==> config.mk <==
export PLATFORM = sky130hd
export DESIGN_NAME = unsigned_seq_ctrl
export DESIGN_NICKNAME = d
export VERILOG_FILES = /design/src/rtl/unsigned_seq_ctrl.sv
export SDC_FILE = /design/constraint.sdc
export NUM_CORES = 1
export LEC_CHECK = 0
export ABC_AREA = 1
export CAP_MARGIN = 20
export CELL_PAD_IN_SITES_DETAIL_PLACEMENT = 1
export CELL_PAD_IN_SITES_GLOBAL_PLACEMENT = 2
export CORE_ASPECT_RATIO = 1.5
export CORE_MARGIN = 10
export CORE_UTILIZATION = 34
export DETAILED_ROUTE_END_ITERATION = 16
export DONT_BUFFER_PORTS = 1
export PLACE_DENSITY = 0.94
export SLEW_MARGIN = 20
export SYNTH_ARGS = -nofsm -noshare
export SYNTH_HDL_FRONTEND = slang
export SYNTH_SLANG_ARGS = --single-unit
==> constraint.sdc <==
create_clock -name clk -period 4.03 [get_ports clk]
set_clock_uncertainty 0.2 [all_clocks]
set_input_delay 0.806 -clock clk [delete_from_list [all_inputs] [get_ports clk]]
set_output_delay 0.806 -clock clk [all_outputs]
set_load 0.05 [all_outputs]
==> src/rtl/unsigned_seq_ctrl.sv <==
// ============================================================================
// Module      : unsigned_seq_ctrl
// Description : Two-requester sequential unsigned arithmetic unit.
//               - add/sub finish one cycle after acceptance.
//               - mul uses a shift-add loop of WIDTH iterations.
//               - div uses a restoring shift-subtract loop of WIDTH iterations.
//               Only one operation is in flight at a time. The result is held
//               until the consumer accepts it.
// Revision    : 1.0 - initial release
// ----------------------------------------------------------------------------
// Configuration macro:
//   UNSIGNED_SEQ_RR_EN  defined   -> round-robin arbitration between requesters
//                       undefined -> fixed priority, req0 wins
// ----------------------------------------------------------------------------
// Ports:
//   clk, rst_n                    clock, asynchronous active-low reset
//   reqN_valid_i / reqN_ready_o   request handshake for requester N (0/1)
//   reqN_a_i, reqN_b_i            unsigned operands
//   reqN_op_i                     00 add, 01 sub, 10 mul, 11 div
//   resp_valid_o / resp_ready_i   response handshake
//   resp_id_o                     requester that issued the result
//   resp_lo_o, resp_hi_o          result low / high words
//   resp_err_o                    divide by zero
//   busy_o                        unit is not idle
// ============================================================================
`default_nettype none

module unsigned_seq_ctrl #(
  parameter int WIDTH = 32
) (
  input  logic             clk,
  input  logic             rst_n,
  input  logic             req0_valid_i,
  output logic             req0_ready_o,
  input  logic [WIDTH-1:0] req0_a_i,
  input  logic [WIDTH-1:0] req0_b_i,
  input  logic [1:0]       req0_op_i,
  input  logic             req1_valid_i,
  output logic             req1_ready_o,
  input  logic [WIDTH-1:0] req1_a_i,
  input  logic [WIDTH-1:0] req1_b_i,
  input  logic [1:0]       req1_op_i,
  output logic             resp_valid_o,
  input  logic             resp_ready_i,
  output logic             resp_id_o,
  output logic [WIDTH-1:0] resp_lo_o,
  output logic [WIDTH-1:0] resp_hi_o,
  output logic             resp_err_o,
  output logic             busy_o
);

  localparam int CW = (WIDTH > 1) ? $clog2(WIDTH) : 1;
  localparam logic [CW-1:0] LAST_CNT = CW'(WIDTH - 1);

  localparam logic [1:0] OP_ADD = 2'b00;
  localparam logic [1:0] OP_SUB = 2'b01;
  localparam logic [1:0] OP_MUL = 2'b10;

  typedef enum logic [1:0] {
    S_IDLE = 2'd0,
    S_ITER = 2'd1,
    S_DONE = 2'd2
  } state_e;

  state_e           state_q, state_d;
  logic [CW-1:0]    cnt_q, cnt_d;
  // Shared working registers:
  //   mul: {acc_hi, acc_lo} is the partial product, multiplier shifts out of acc_lo
  //   div: acc_hi is the partial remainder, acc_lo shifts dividend out / quotient in
  // Once the loop completes they hold the final result words directly.
  logic [WIDTH-1:0] acc_hi_q, acc_hi_d;
  logic [WIDTH-1:0] acc_lo_q, acc_lo_d;
  logic [WIDTH-1:0] opnd_q, opnd_d;      // multiplicand or divisor
  logic             is_div_q, is_div_d;
  logic             id_q, id_d;
  logic             err_q, err_d;

  // --------------------------------------------------------------------------
  // Arbitration
  // --------------------------------------------------------------------------
  logic grant;

`ifdef UNSIGNED_SEQ_RR_EN
  logic last_grant_q, last_grant_d;

  always_comb begin
    if (req0_valid_i && req1_valid_i) begin
      grant = ~last_grant_q;
    end else begin
      grant = ~req0_valid_i;
    end
  end
`else
  always_comb begin
    grant = ~req0_valid_i;
  end
`endif

  // Readies are gated by rst_n so that both read 0 while reset is held,
  // even though the state register already sits in IDLE.
  assign req0_ready_o = rst_n && (state_q == S_IDLE) && !grant && req0_valid_i;
  assign req1_ready_o = rst_n && (state_q == S_IDLE) &&  grant && req1_valid_i;

  logic             accept;
  logic [WIDTH-1:0] sel_a;
  logic [WIDTH-1:0] sel_b;
  logic [1:0]       sel_op;

  assign accept = req0_ready_o | req1_ready_o;
  assign sel_a  = grant ? req1_a_i  : req0_a_i;
  assign sel_b  = grant ? req1_b_i  : req0_b_i;
  assign sel_op = grant ? req1_op_i : req0_op_i;

  // --------------------------------------------------------------------------
  // Single-cycle datapath (add / sub)
  // --------------------------------------------------------------------------
  logic [WIDTH:0] add_sum;
  logic [WIDTH:0] sub_diff;

  assign add_sum  = {1'b0, sel_a} + {1'b0, sel_b};
  // Top bit of the extended difference is the borrow (a < b).
  assign sub_diff = {1'b0, sel_a} - {1'b0, sel_b};

  // --------------------------------------------------------------------------
  // Iterative datapath step
  // --------------------------------------------------------------------------
  logic [WIDTH:0]   mul_sum;
  logic [WIDTH-1:0] mul_hi_nxt;
  logic [WIDTH-1:0] mul_lo_nxt;

  // Add the multiplicand when the current multiplier LSB is set, then shift the
  // whole {hi, lo} pair right by one, catching the carry in the top bit.
  assign mul_sum    = {1'b0, acc_hi_q} + (acc_lo_q[0] ? {1'b0, opnd_q} : '0);
  assign mul_hi_nxt = mul_sum[WIDTH:1];
  assign mul_lo_nxt = {mul_sum[0], acc_lo_q[WIDTH-1:1]};

  logic [WIDTH:0]   div_shift;
  logic             div_ge;
  logic [WIDTH-1:0] div_diff;
  logic [WIDTH-1:0] div_rem_nxt;
  logic [WIDTH-1:0] div_quo_nxt;

  // The remainder is always below the divisor, so the shifted value fits in
  // WIDTH+1 bits and the difference (when taken) fits in WIDTH bits.
  assign div_shift   = {acc_hi_q, acc_lo_q[WIDTH-1]};
  assign div_ge      = (div_shift >= {1'b0, opnd_q});
  assign div_diff    = div_shift[WIDTH-1:0] - opnd_q;
  assign div_rem_nxt = div_ge ? div_diff : div_shift[WIDTH-1:0];
  assign div_quo_nxt = {acc_lo_q[WIDTH-2:0], div_ge};

  // --------------------------------------------------------------------------
  // Next-state logic
  // --------------------------------------------------------------------------
  always_comb begin
    state_d  = state_q;
    cnt_d    = cnt_q;
    acc_hi_d = acc_hi_q;
    acc_lo_d = acc_lo_q;
    opnd_d   = opnd_q;
    is_div_d = is_div_q;
    id_d     = id_q;
    err_d    = err_q;
`ifdef UNSIGNED_SEQ_RR_EN
    last_grant_d = last_grant_q;
`endif

    unique case (state_q)
      S_IDLE: begin
        if (accept) begin
          id_d  = grant;
          err_d = 1'b0;
          cnt_d = '0;
`ifdef UNSIGNED_SEQ_RR_EN
          last_grant_d = grant;
`endif
          unique case (sel_op)
            OP_ADD: begin
              acc_lo_d = add_sum[WIDTH-1:0];
              acc_hi_d = {{(WIDTH-1){1'b0}}, add_sum[WIDTH]};
              state_d  = S_DONE;
            end
            OP_SUB: begin
              acc_lo_d = sub_diff[WIDTH-1:0];
              acc_hi_d = {{(WIDTH-1){1'b0}}, sub_diff[WIDTH]};
              state_d  = S_DONE;
            end
            OP_MUL: begin
              acc_hi_d = '0;
              acc_lo_d = sel_b;
              opnd_d   = sel_a;
              is_div_d = 1'b0;
              state_d  = S_ITER;
            end
            default: begin
              if (sel_b == '0) begin
                acc_lo_d = '1;
                acc_hi_d = sel_a;
                err_d    = 1'b1;
                state_d  = S_DONE;
              end else begin
                acc_hi_d = '0;
                acc_lo_d = sel_a;
                opnd_d   = sel_b;
                is_div_d = 1'b1;
                state_d  = S_ITER;
              end
            end
          endcase
        end
      end

      S_ITER: begin
        if (is_div_q) begin
          acc_hi_d = div_rem_nxt;
          acc_lo_d = div_quo_nxt;
        end else begin
          acc_hi_d = mul_hi_nxt;
          acc_lo_d = mul_lo_nxt;
        end
        if (cnt_q == LAST_CNT) begin
          cnt_d   = '0;
          state_d = S_DONE;
        end else begin
          cnt_d = cnt_q + CW'(1);
        end
      end

      S_DONE: begin
        if (resp_ready_i) begin
          state_d = S_IDLE;
        end
      end

      default: begin
        state_d = S_IDLE;
      end
    endcase
  end

  // --------------------------------------------------------------------------
  // State registers
  // --------------------------------------------------------------------------
  always_ff @(posedge clk or negedge rst_n) begin
    if (!rst_n) begin
      state_q  <= S_IDLE;
      cnt_q    <= '0;
      acc_hi_q <= '0;
      acc_lo_q <= '0;
      opnd_q   <= '0;
      is_div_q <= 1'b0;
      id_q     <= 1'b0;
      err_q    <= 1'b0;
    end else begin
      state_q  <= state_d;
      cnt_q    <= cnt_d;
      acc_hi_q <= acc_hi_d;
      acc_lo_q <= acc_lo_d;
      opnd_q   <= opnd_d;
      is_div_q <= is_div_d;
      id_q     <= id_d;
      err_q    <= err_d;
    end
  end

`ifdef UNSIGNED_SEQ_RR_EN
  // Starts at 1 so requester 0 wins the first contested grant after reset.
  always_ff @(posedge clk or negedge rst_n) begin
    if (!rst_n) begin
      last_grant_q <= 1'b1;
    end else begin
      last_grant_q <= last_grant_d;
    end
  end
`endif

  // --------------------------------------------------------------------------
  // Outputs
  // --------------------------------------------------------------------------
  assign resp_valid_o = (state_q == S_DONE);
  assign busy_o       = (state_q != S_IDLE);
  assign resp_id_o    = id_q;
  assign resp_lo_o    = acc_lo_q;
  assign resp_hi_o    = acc_hi_q;
  assign resp_err_o   = err_q;

endmodule

`default_nettype wire

==> results of run 1 <==
[worst max-delay path, stage by stage]
cell and delay (ns):
sky130_fd_sc_hd__inv_2 0.14, sky130_fd_sc_hd__or2_2 0.32, sky130_fd_sc_hd__o21ai_0 0.19, sky130_fd_sc_hd__inv_1 0.20
sky130_fd_sc_hd__ha_1 0.53, sky130_fd_sc_hd__nand2_1 0.16, sky130_fd_sc_hd__inv_1 0.11, sky130_fd_sc_hd__a21oi_1 0.07
sky130_fd_sc_hd__nand2_1 0.21, sky130_fd_sc_hd__nand2_1 0.12, sky130_fd_sc_hd__nand2_1 0.24, sky130_fd_sc_hd__nand2_1 0.13
sky130_fd_sc_hd__nand2_1 0.08, sky130_fd_sc_hd__nand2_1 0.05, sky130_fd_sc_hd__nand3_1 0.08, sky130_fd_sc_hd__nand3_1 0.11
sky130_fd_sc_hd__nand2_1 0.10, sky130_fd_sc_hd__a21oi_1 0.06
[power breakdown]
group          switching, mW  total (mW)  internal, mW
clock network          0.533       0.971         0.438
logic                   8.45        11.9          3.50
registers               1.25        2.82          1.57
[metal layers]
layer	part of all wire [%]	track usage (%)
met5	0.013	0
met4	7.2	18.5
met3	4.2	2.48
met2	52	51.0
met1	37	29.3
[worst paths after layout]
check / startpoint / endpoint / slack [ns] / cells past startpoint
setup / recovery: req0_valid_i / resp_lo_o[27] / 0.37 / 18
hold / removal: rst_n / resp_lo_o[2] / 0.12 / 1
setup reg to reg: opnd_q[24] / resp_hi_o[0] / 0.59 / 15
hold reg to reg: cnt_q[4] / cnt_q[4] / 0.33 / 1
max in group asynchronous: rst_n / resp_hi_o[23] / 2.97 / 1
min in group clk: cnt_q[4] / cnt_q[4] / 0.33 / 1
[sequential cells by signal (all words and copies together), names as in the netlist]
name	cells
resp_id_o	1
cnt_q	5
opnd_q	32
state_q	2
is_div_q	1
resp_hi_o	32
resp_lo_o	32
resp_err_o	1
[synthesized netlist by cell type, types with 2 or more instances]
library cell | count | area share, %
sky130_fd_sc_hd__nor3_1 | 33 | 0.93
sky130_fd_sc_hd__nor3b_1 | 2 | 0.084
sky130_fd_sc_hd__a31oi_1 | 4 | 0.14
sky130_fd_sc_hd__o211ai_1 | 16 | 0.68
sky130_fd_sc_hd__nand3b_1 | 16 | 0.68
sky130_fd_sc_hd__nor2_2 | 2 | 0.070
sky130_fd_sc_hd__clkbuf_1 | 75 | 1.6
sky130_fd_sc_hd__o22ai_1 | 2 | 0.070
sky130_fd_sc_hd__a21oi_1 | 164 | 4.6
sky130_fd_sc_hd__fa_1 | 4 | 0.45
sky130_fd_sc_hd__o21ai_2 | 19 | 0.94
sky130_fd_sc_hd__buf_1 | 10 | 0.21
sky130_fd_sc_hd__nand4_1 | 28 | 0.98
sky130_fd_sc_hd__nor4_1 | 8 | 0.28
sky130_fd_sc_hd__inv_1 | 577 | 12
sky130_fd_sc_hd__buf_2 | 11 | 0.31
sky130_fd_sc_hd__ha_1 | 131 | 9.2
sky130_fd_sc_hd__inv_2 | 5 | 0.11
sky130_fd_sc_hd__nand2_2 | 2 | 0.070
sky130_fd_sc_hd__o21ai_1 | 86 | 2.4
sky130_fd_sc_hd__o211ai_2 | 29 | 2.0
sky130_fd_sc_hd__or2_2 | 12 | 0.42
sky130_fd_sc_hd__o21ai_0 | 183 | 5.1
sky130_fd_sc_hd__xnor2_1 | 6 | 0.30
sky130_fd_sc_hd__nand3_1 | 240 | 6.8
sky130_fd_sc_hd__nand2_1 | 1194 | 25
sky130_fd_sc_hd__nor2_1 | 275 | 5.8
sky130_fd_sc_hd__nor2_4 | 3 | 0.19
sky130_fd_sc_hd__and2_1 | 3 | 0.11
sky130_fd_sc_hd__dfrtp_1 | 106 | 15
sky130_fd_sc_hd__and3_1 | 4 | 0.14
sky130_fd_sc_hd__xor2_1 | 16 | 0.79
sky130_fd_sc_hd__buf_6 | 9 | 0.57
sky130_fd_sc_hd__clkinv_1 | 7 | 0.15
sky130_fd_sc_hd__buf_4 | 10 | 0.42
sky130_fd_sc_hd__o21bai_1 | 14 | 0.59
[cell usage in the layout, fill, tap and decap left out, types with 28 or more instances in the layout]
cell type / n
sky130_fd_sc_hd__nand2_1: 1193
sky130_fd_sc_hd__inv_1: 575
sky130_fd_sc_hd__nor2_1: 274
sky130_fd_sc_hd__nand3_1: 240
sky130_fd_sc_hd__o21ai_0: 183
sky130_fd_sc_hd__a21oi_1: 164
sky130_fd_sc_hd__ha_1: 131
sky130_fd_sc_hd__dfrtp_1: 104
sky130_fd_sc_hd__buf_4: 96
sky130_fd_sc_hd__o21ai_1: 86
sky130_fd_sc_hd__nor3_1: 33
sky130_fd_sc_hd__o211ai_2: 29
sky130_fd_sc_hd__nand4_1: 28
[final cells by class]
type | instances | area (um2) | area share, %
diodes | 1 | 2.50 | 0.0130
clock buffers | 10 | 229 | 1.19
clock inverters | 6 | 57.6 | 0.300
inverters | 590 | 2220 | 11.5
multi-input cells | 2505 | 12400 | 64.5
flip-flops and latches | 106 | 2660 | 13.8
well taps | 676 | 846 | 4.41
repair buffers | 100 | 808 | 4.21
[cell families (layout without fill, tap and decap cells)]
| group | after synthesis | after routing | share of synthesized area [%] |
|---|---|---|---|
| AND/OR/NAND/NOR | 1825 | 1825 | 41.9 |
| flip-flops | 106 | 106 | 14.9 |
| XOR/XNOR | 22 | 22 | 1.08 |
| AO/OA/AOI/OAI | 523 | 523 | 16.9 |
| adder cells (fa/ha/maj) | 135 | 135 | 9.67 |
| buffers and inverters | 705 | 706 | 15.6 |
| other | 0 | 1 | 0 |
==> Flow_metrics.wiki, run 1 <==
{| class="wikitable"
! Metric !! Value
|-
| Peak supply drop || 0.275 mV
|-
| Worst-case headroom to the max-slew limit || 33.4%
|-
| Summed negative setup slack over all endpoints || 0 ns
|-
| Synthesized area divided by synthesized cell count || 5.36 um2
|-
| Arrival time reported for the critical path endpoint || 3.75 ns
|-
| Count of state elements after synthesis || 106
|-
| TritonCTS clock tree || done
|-
| Row count || 102
|-
| First-pass DRT Iterations || 5
|-
| Least-Margin Pin Slew || 0.995 ns
|-
| Skew-Pair Late Insertion Delay || 0.39 ns
|-
| Mapped Cells || 3,316
|-
| Combined area of all synthesized cells || 17,800 um2
|-
| Pin count of the biggest net entering global routing || 107
|-
| WL/cell || 21.9 um
|-
| Root buffer cell || sky130_fd_sc_hd__clkbuf_16
|-
| CTS max path bufs || 2
|-
| Finished Core Util || 37.1%
|-
| Number of enable flip-flop cells after synthesis || 0
|-
| Yosys warning count || 0
|-
| Number of hold violations in the final report || 0
|-
| Cell count after placement || 3,976
|-
| Detailed Route WL || 87.6 mm
|-
| Cell area after placement || 18,900 um2
|-
| Die outline height || 300 um
|-
| Sequential-to-total area share from yosys stat || 14.9%
|-
| Ys async rst share || 100%
|-
| CTS HTree Levels || 3
|-
| Total grt overflow || 0
|-
| Fmax achieved || 273 MHz
|-
| # Post-CTS Setup Buffers || 0
|-
| Total routing resource utilization after global routing || 27.8%
|-
| Via count of the first global-routing pass || 23,000
|-
| HPWL after detailed placement || 73.0 mm
|-
| Synth Net Count || 3,588
|-
| Share of layout cells above drive strength 1 || 5.91%
|-
| Power after layout || 15.7 mW
|-
| Total die area || 62,100 um2
|-
| Post-route insts no fill || 3,994
|-
| Final RePlAce weighted congestion || 0.990
|-
| Area of the placeable core || 51,700 um2
|-
| RSZ-0062 raised after global routing || no
|-
| CTS Buf Count || 9
|-
| Hold Crit Class || in -> async
|-
| Antenna violations before repair || 2
|-
| Layout fillers || 7,404
|-
| Setup Slack @ Placement || 0.0116 ns
|-
| Clock input transition at the sequential cells of the worst setup and hold paths || 0.09 ns
|-
| Detail Route Antenna Nets || 0
|-
| Tightest hold margin || 0.121 ns
|-
| Critical path class || in -> reg
|-
| Final Instance Area || 19,200 um2
|-
| CTS-repair resized insts || 0
|-
| Area delta synth->final || 7.93%
|-
| Data required time at the worst endpoint || 4.11 ns
|-
| Final max-slew violation count || 0
|-
| Via-per-instance ratio || 5.42
|-
| Most used flip-flop cell after synthesis || sky130_fd_sc_hd__dfrtp_1
|-
| Cts-stage hold buffer count || 1
|-
| Remaining design rule violation count || 0
|-
| Reported leakage power || 10.9 nW
|-
| Shortest period the worst path allows || 3.66 ns
|-
| Number of I/O port buffers || 0
|-
| Initial DRC count || 1,432
|-
| Worst Setup End Kind || flop
|-
| Number of sinks on the clock net || 106
|-
| Maximum fanout count along the critical path || 93
|-
| Width of the chip || 207 um
|-
| Top-level port count || 207
|-
| Initial Utilization || 34.4%
|-
| Run status || completed
|-
| Via Count || 21,600
|-
| Setup-failing EPs final || 0
|-
| First-pass GRT wire length || 132 mm
|-
| Worst Setup Start Kind || primary input
|-
| Distinct cell type count of the synthesized netlist || 46
|-
| Worst path setup slack after routing || 0.367 ns
|-
| Power Dens Cells || 820 nW/um2
|-
| Final period utilization || 90.9%
|-
| Max-cap viol count || 0
|-
| Final net count || 3,584
|}
No activity file was read; power rests on OpenSTA's default activity.
==> run 2: changes to the inputs <==
--- a/config.mk
+++ b/config.mk
@@ -11,10 +11,10 @@
 export CELL_PAD_IN_SITES_GLOBAL_PLACEMENT = 2
 export CORE_ASPECT_RATIO = 1.5
 export CORE_MARGIN = 10
-export CORE_UTILIZATION = 34
+export CORE_UTILIZATION = 36
 export DETAILED_ROUTE_END_ITERATION = 16
 export DONT_BUFFER_PORTS = 1
-export PLACE_DENSITY = 0.94
+export PLACE_DENSITY_LB_ADDON = 0.05
 export SLEW_MARGIN = 20
 export SYNTH_ARGS = -nofsm -noshare
 export SYNTH_HDL_FRONTEND = slang
==> constraint.sdc (replaced) <==
create_clock -name clk -period 4.71 [get_ports clk]
set_clock_uncertainty 0.2 [all_clocks]
set_input_delay 0.942 -clock clk [delete_from_list [all_inputs] [get_ports clk]]
set_output_delay 0.942 -clock clk [all_outputs]
set_load 0.05 [all_outputs]
==> run 2 against run 1 <==
First-iteration DRC count fell by 9.9%; via count fell by 2.7%; critical path depth fell by 2; critical path type unchanged; wire length rose by 3.0%; clock power fell by 14%; flip-flop and latch count did not move; register-to-register slack improved by 0.41 ns; highest routed layer unchanged; sequential power fell by 6%; sequential share of layout area rose by 0.32 points.
==> Flow_metrics.wiki, run 2 (synthesis gave the netlist of run 1 again) <==
{| class="wikitable"
! Metric !! Value
|-
| Total grt overflow || 0 (unchanged)
|-
| Final max-slew violation count || 0 (unchanged)
|-
| Tightest hold margin || 0.0567 ns (-0.0639 ns)
|-
| Skew-Pair Late Insertion Delay || 0.37 ns (-0.02 ns)
|-
| Die outline height || 292 um (-2.6%)
|-
| Worst Setup End Kind || flop
|-
| Via Count || 21,100 (-2.7%)
|-
| Final RePlAce weighted congestion || 0.970 (-2.0%)
|-
| WL/cell || 23.0 um (+4.8%)
|-
| Most congested layer reported by global routing || met2
|-
| Detailed Route WL || 90.3 mm (+3.0%)
|-
| Least-Margin Pin Slew || 1.02 ns (+0.0258 ns)
|-
| Finished Core Util || 38.4% (+1.3 points)
|-
| Pin count of the biggest net entering global routing || 108 (+0.93%)
|-
| Worst path setup slack after routing || 0.713 ns (+0.345 ns)
|-
| Fmax achieved || 250 MHz
|-
| Worst Setup Start Kind || primary input
|-
| Width of the chip || 201 um (-2.5%)
|-
| Data required time at the worst endpoint || 4.77 ns (+0.66 ns)
|-
| Most used cells in the layout excluding fill and tap cells || 1,193 x sky130_fd_sc_hd__nand2_1, 575 x sky130_fd_sc_hd__inv_1, 274 x sky130_fd_sc_hd__nor2_1, 240 x sky130_fd_sc_hd__nand3_1, 183 x sky130_fd_sc_hd__o21ai_0
|-
| Final period utilization || 84.9%
|-
| Clock input transition at the sequential cells of the worst setup and hold paths || 0.08 ns (about the same)
|-
| Peak supply drop || 0.248 mV (-9.6%)
|-
| Layout fillers || 7,013 (-5.3%)
|-
| CTS HTree Levels || 3 (unchanged)
|-
| Max-cap viol count || 0 (unchanged)
|-
| Share of layout cells above drive strength 1 || 4.44% (-1.5 points)
|-
| Root buffer cell || sky130_fd_sc_hd__clkbuf_16
|-
| Number of sinks on the clock net || 106 (unchanged)
|-
| Power Dens Cells || 705 nW/um2 (-14%)
|-
| Cts-stage hold buffer count || 0 (-1)
|-
| Final net count || 3,534 (-1.4%)
|-
| Shortest period the worst path allows || 4.00 ns
|-
| Total die area || 58,900 um2 (-5.1%)
|-
| Number of hold violations in the final report || 0 (unchanged)
|-
| Met3 usage in global routing || 2.66% (+0.19 points)
|-
| Area delta synth->final || 5.48%
|-
| Reported leakage power || 10.6 nW (-2.4%)
|-
| Hold Crit Class || in -> async
|-
| Critical path class || in -> reg
|-
| Row count || 99 (-2.9%)
|-
| Summed negative setup slack over all endpoints || 0 ns (unchanged)
|-
| Number of I/O port buffers || 0 (unchanged)
|-
| Initial Utilization || 36.4% (+2.0 points)
|-
| GR Layer Usage met2 || 56.5% (+5.5 points)
|-
| TritonCTS clock tree || done
|-
| Met1 track demand over resource in global routing || 31.7% (+2.4 points)
|-
| Setup-failing EPs final || 0 (unchanged)
|-
| Antenna violations before repair || 5 (+3)
|-
| RSZ-0062 raised after global routing || no
|-
| Power after layout || 13.2 mW (-16%)
|-
| First-pass GRT wire length || 135 mm (+2.6%)
|-
| Area of the placeable core || 48,800 um2 (-5.6%)
|-
| Worst R2R Start || resp_hi_o[18]
|-
| Via-per-instance ratio || 5.36 (-1.0%)
|-
| Critical Path Source || req0_valid_i
|-
| Arrival time reported for the critical path endpoint || 4.06 ns (+0.31 ns)
|-
| HPWL after detailed placement || 76.0 mm (+4.1%)
|-
| CTS max path bufs || 2 (unchanged)
|-
| Total routing resource utilization after global routing || 29.7% (+1.9 points)
|-
| Initial DRC count || 1,290 (-9.9%)
|-
| CTS-repair resized insts || 0 (unchanged)
|-
| # Post-CTS Setup Buffers || 0 (unchanged)
|-
| Top-level port count || 207 (unchanged)
|-
| Run status || completed
|-
| Worst-case headroom to the max-slew limit || 32.0% (-1.5 points)
|-
| Remaining design rule violation count || 0 (unchanged)
|-
| CTS Buf Count || 9 (unchanged)
|-
| Via count of the first global-routing pass || 22,500 (-2.0%)
|-
| Setup Slack @ Placement || 0.381 ns (+0.369 ns)
|-
| Leading cell type in the layout, fill and taps excluded || sky130_fd_sc_hd__nand2_1
|-
| Maximum fanout count along the critical path || 93 (unchanged)
|-
| First-pass DRT Iterations || 5 (unchanged)
|-
| Detail Route Antenna Nets || 0 (unchanged)
|}
[run 2: cell count changes in the layout (fill, tap and decap cells not counted), sizes merged]
cell and change:
clkinvlp +1, inv -2, buf -50, bufinv +1, clkinv -3, clkbuf +3
diode +1
[run 2: layer usage]
metal / part of all wire, % / wire, um / vias to the layer above
met5: 0.038 / 34 / -
met1: 39 / 34900 / 10100
li1: - / - / 10300
met4: 5.7 / 5120 / 6
met3: 3.2 / 2890 / 183
met2: 52 / 47300 / 468
[run 2: worst paths after layout]
check                                end  slack [ns]  cells after the start
max in group asynchronous  resp_hi_o[27]        3.99                      0
setup reg to reg            resp_hi_o[0]        1.00                     14
hold / removal              resp_hi_o[1]        0.06                      0
hold reg to reg                 cnt_q[4]        0.33                      1
setup / recovery           resp_lo_o[27]        0.71                     16
min in group clk                cnt_q[4]        0.33                      1
[run 2: worst max-delay path, cell delays in order]
cell and delay [ns]:
sky130_fd_sc_hd__inv_2 0.31, sky130_fd_sc_hd__buf_4 0.37, sky130_fd_sc_hd__nand2_1 0.09, sky130_fd_sc_hd__nand2_1 0.25, sky130_fd_sc_hd__ha_1 0.36, sky130_fd_sc_hd__nand2_1 0.19, sky130_fd_sc_hd__nor2_1 0.39, sky130_fd_sc_hd__nand2_1 0.28
sky130_fd_sc_hd__nor3_1 0.19, sky130_fd_sc_hd__nand2_1 0.10, sky130_fd_sc_hd__nand2_1 0.08, sky130_fd_sc_hd__nand2_1 0.05, sky130_fd_sc_hd__nand3_1 0.08, sky130_fd_sc_hd__nand3_1 0.17, sky130_fd_sc_hd__nand2_1 0.11, sky130_fd_sc_hd__a21oi_1 0.06
[run 2: final cells by class]
cell class              count  area, um2  share of cell area (%)
clock buffers              13        260                    1.39
clock inverters             3       46.3                   0.247
diodes                      2       5.00                  0.0267
repair buffers             50        375                    2.00
flip-flops and latches    106       2660                    14.2
well taps                 656        821                    4.37
multi-input cells        2505      12400                    66.0
inverters                 590       2220                    11.8
[run 2: per-stage QoR]
step,instance area [um2],instances
5_1_grt,18800,3924
4_1_cts,18800,3923
2_1_floorplan,17800,3316
6_report,18800,3925
3_5_place_dp,18500,3907
3_3_place_gp,18500,3907
[run 2: report_power, final]
part           internal [mW]  switching, mW
clock                  0.445          0.387
sequential              1.34           1.31
combinational           2.86           6.88
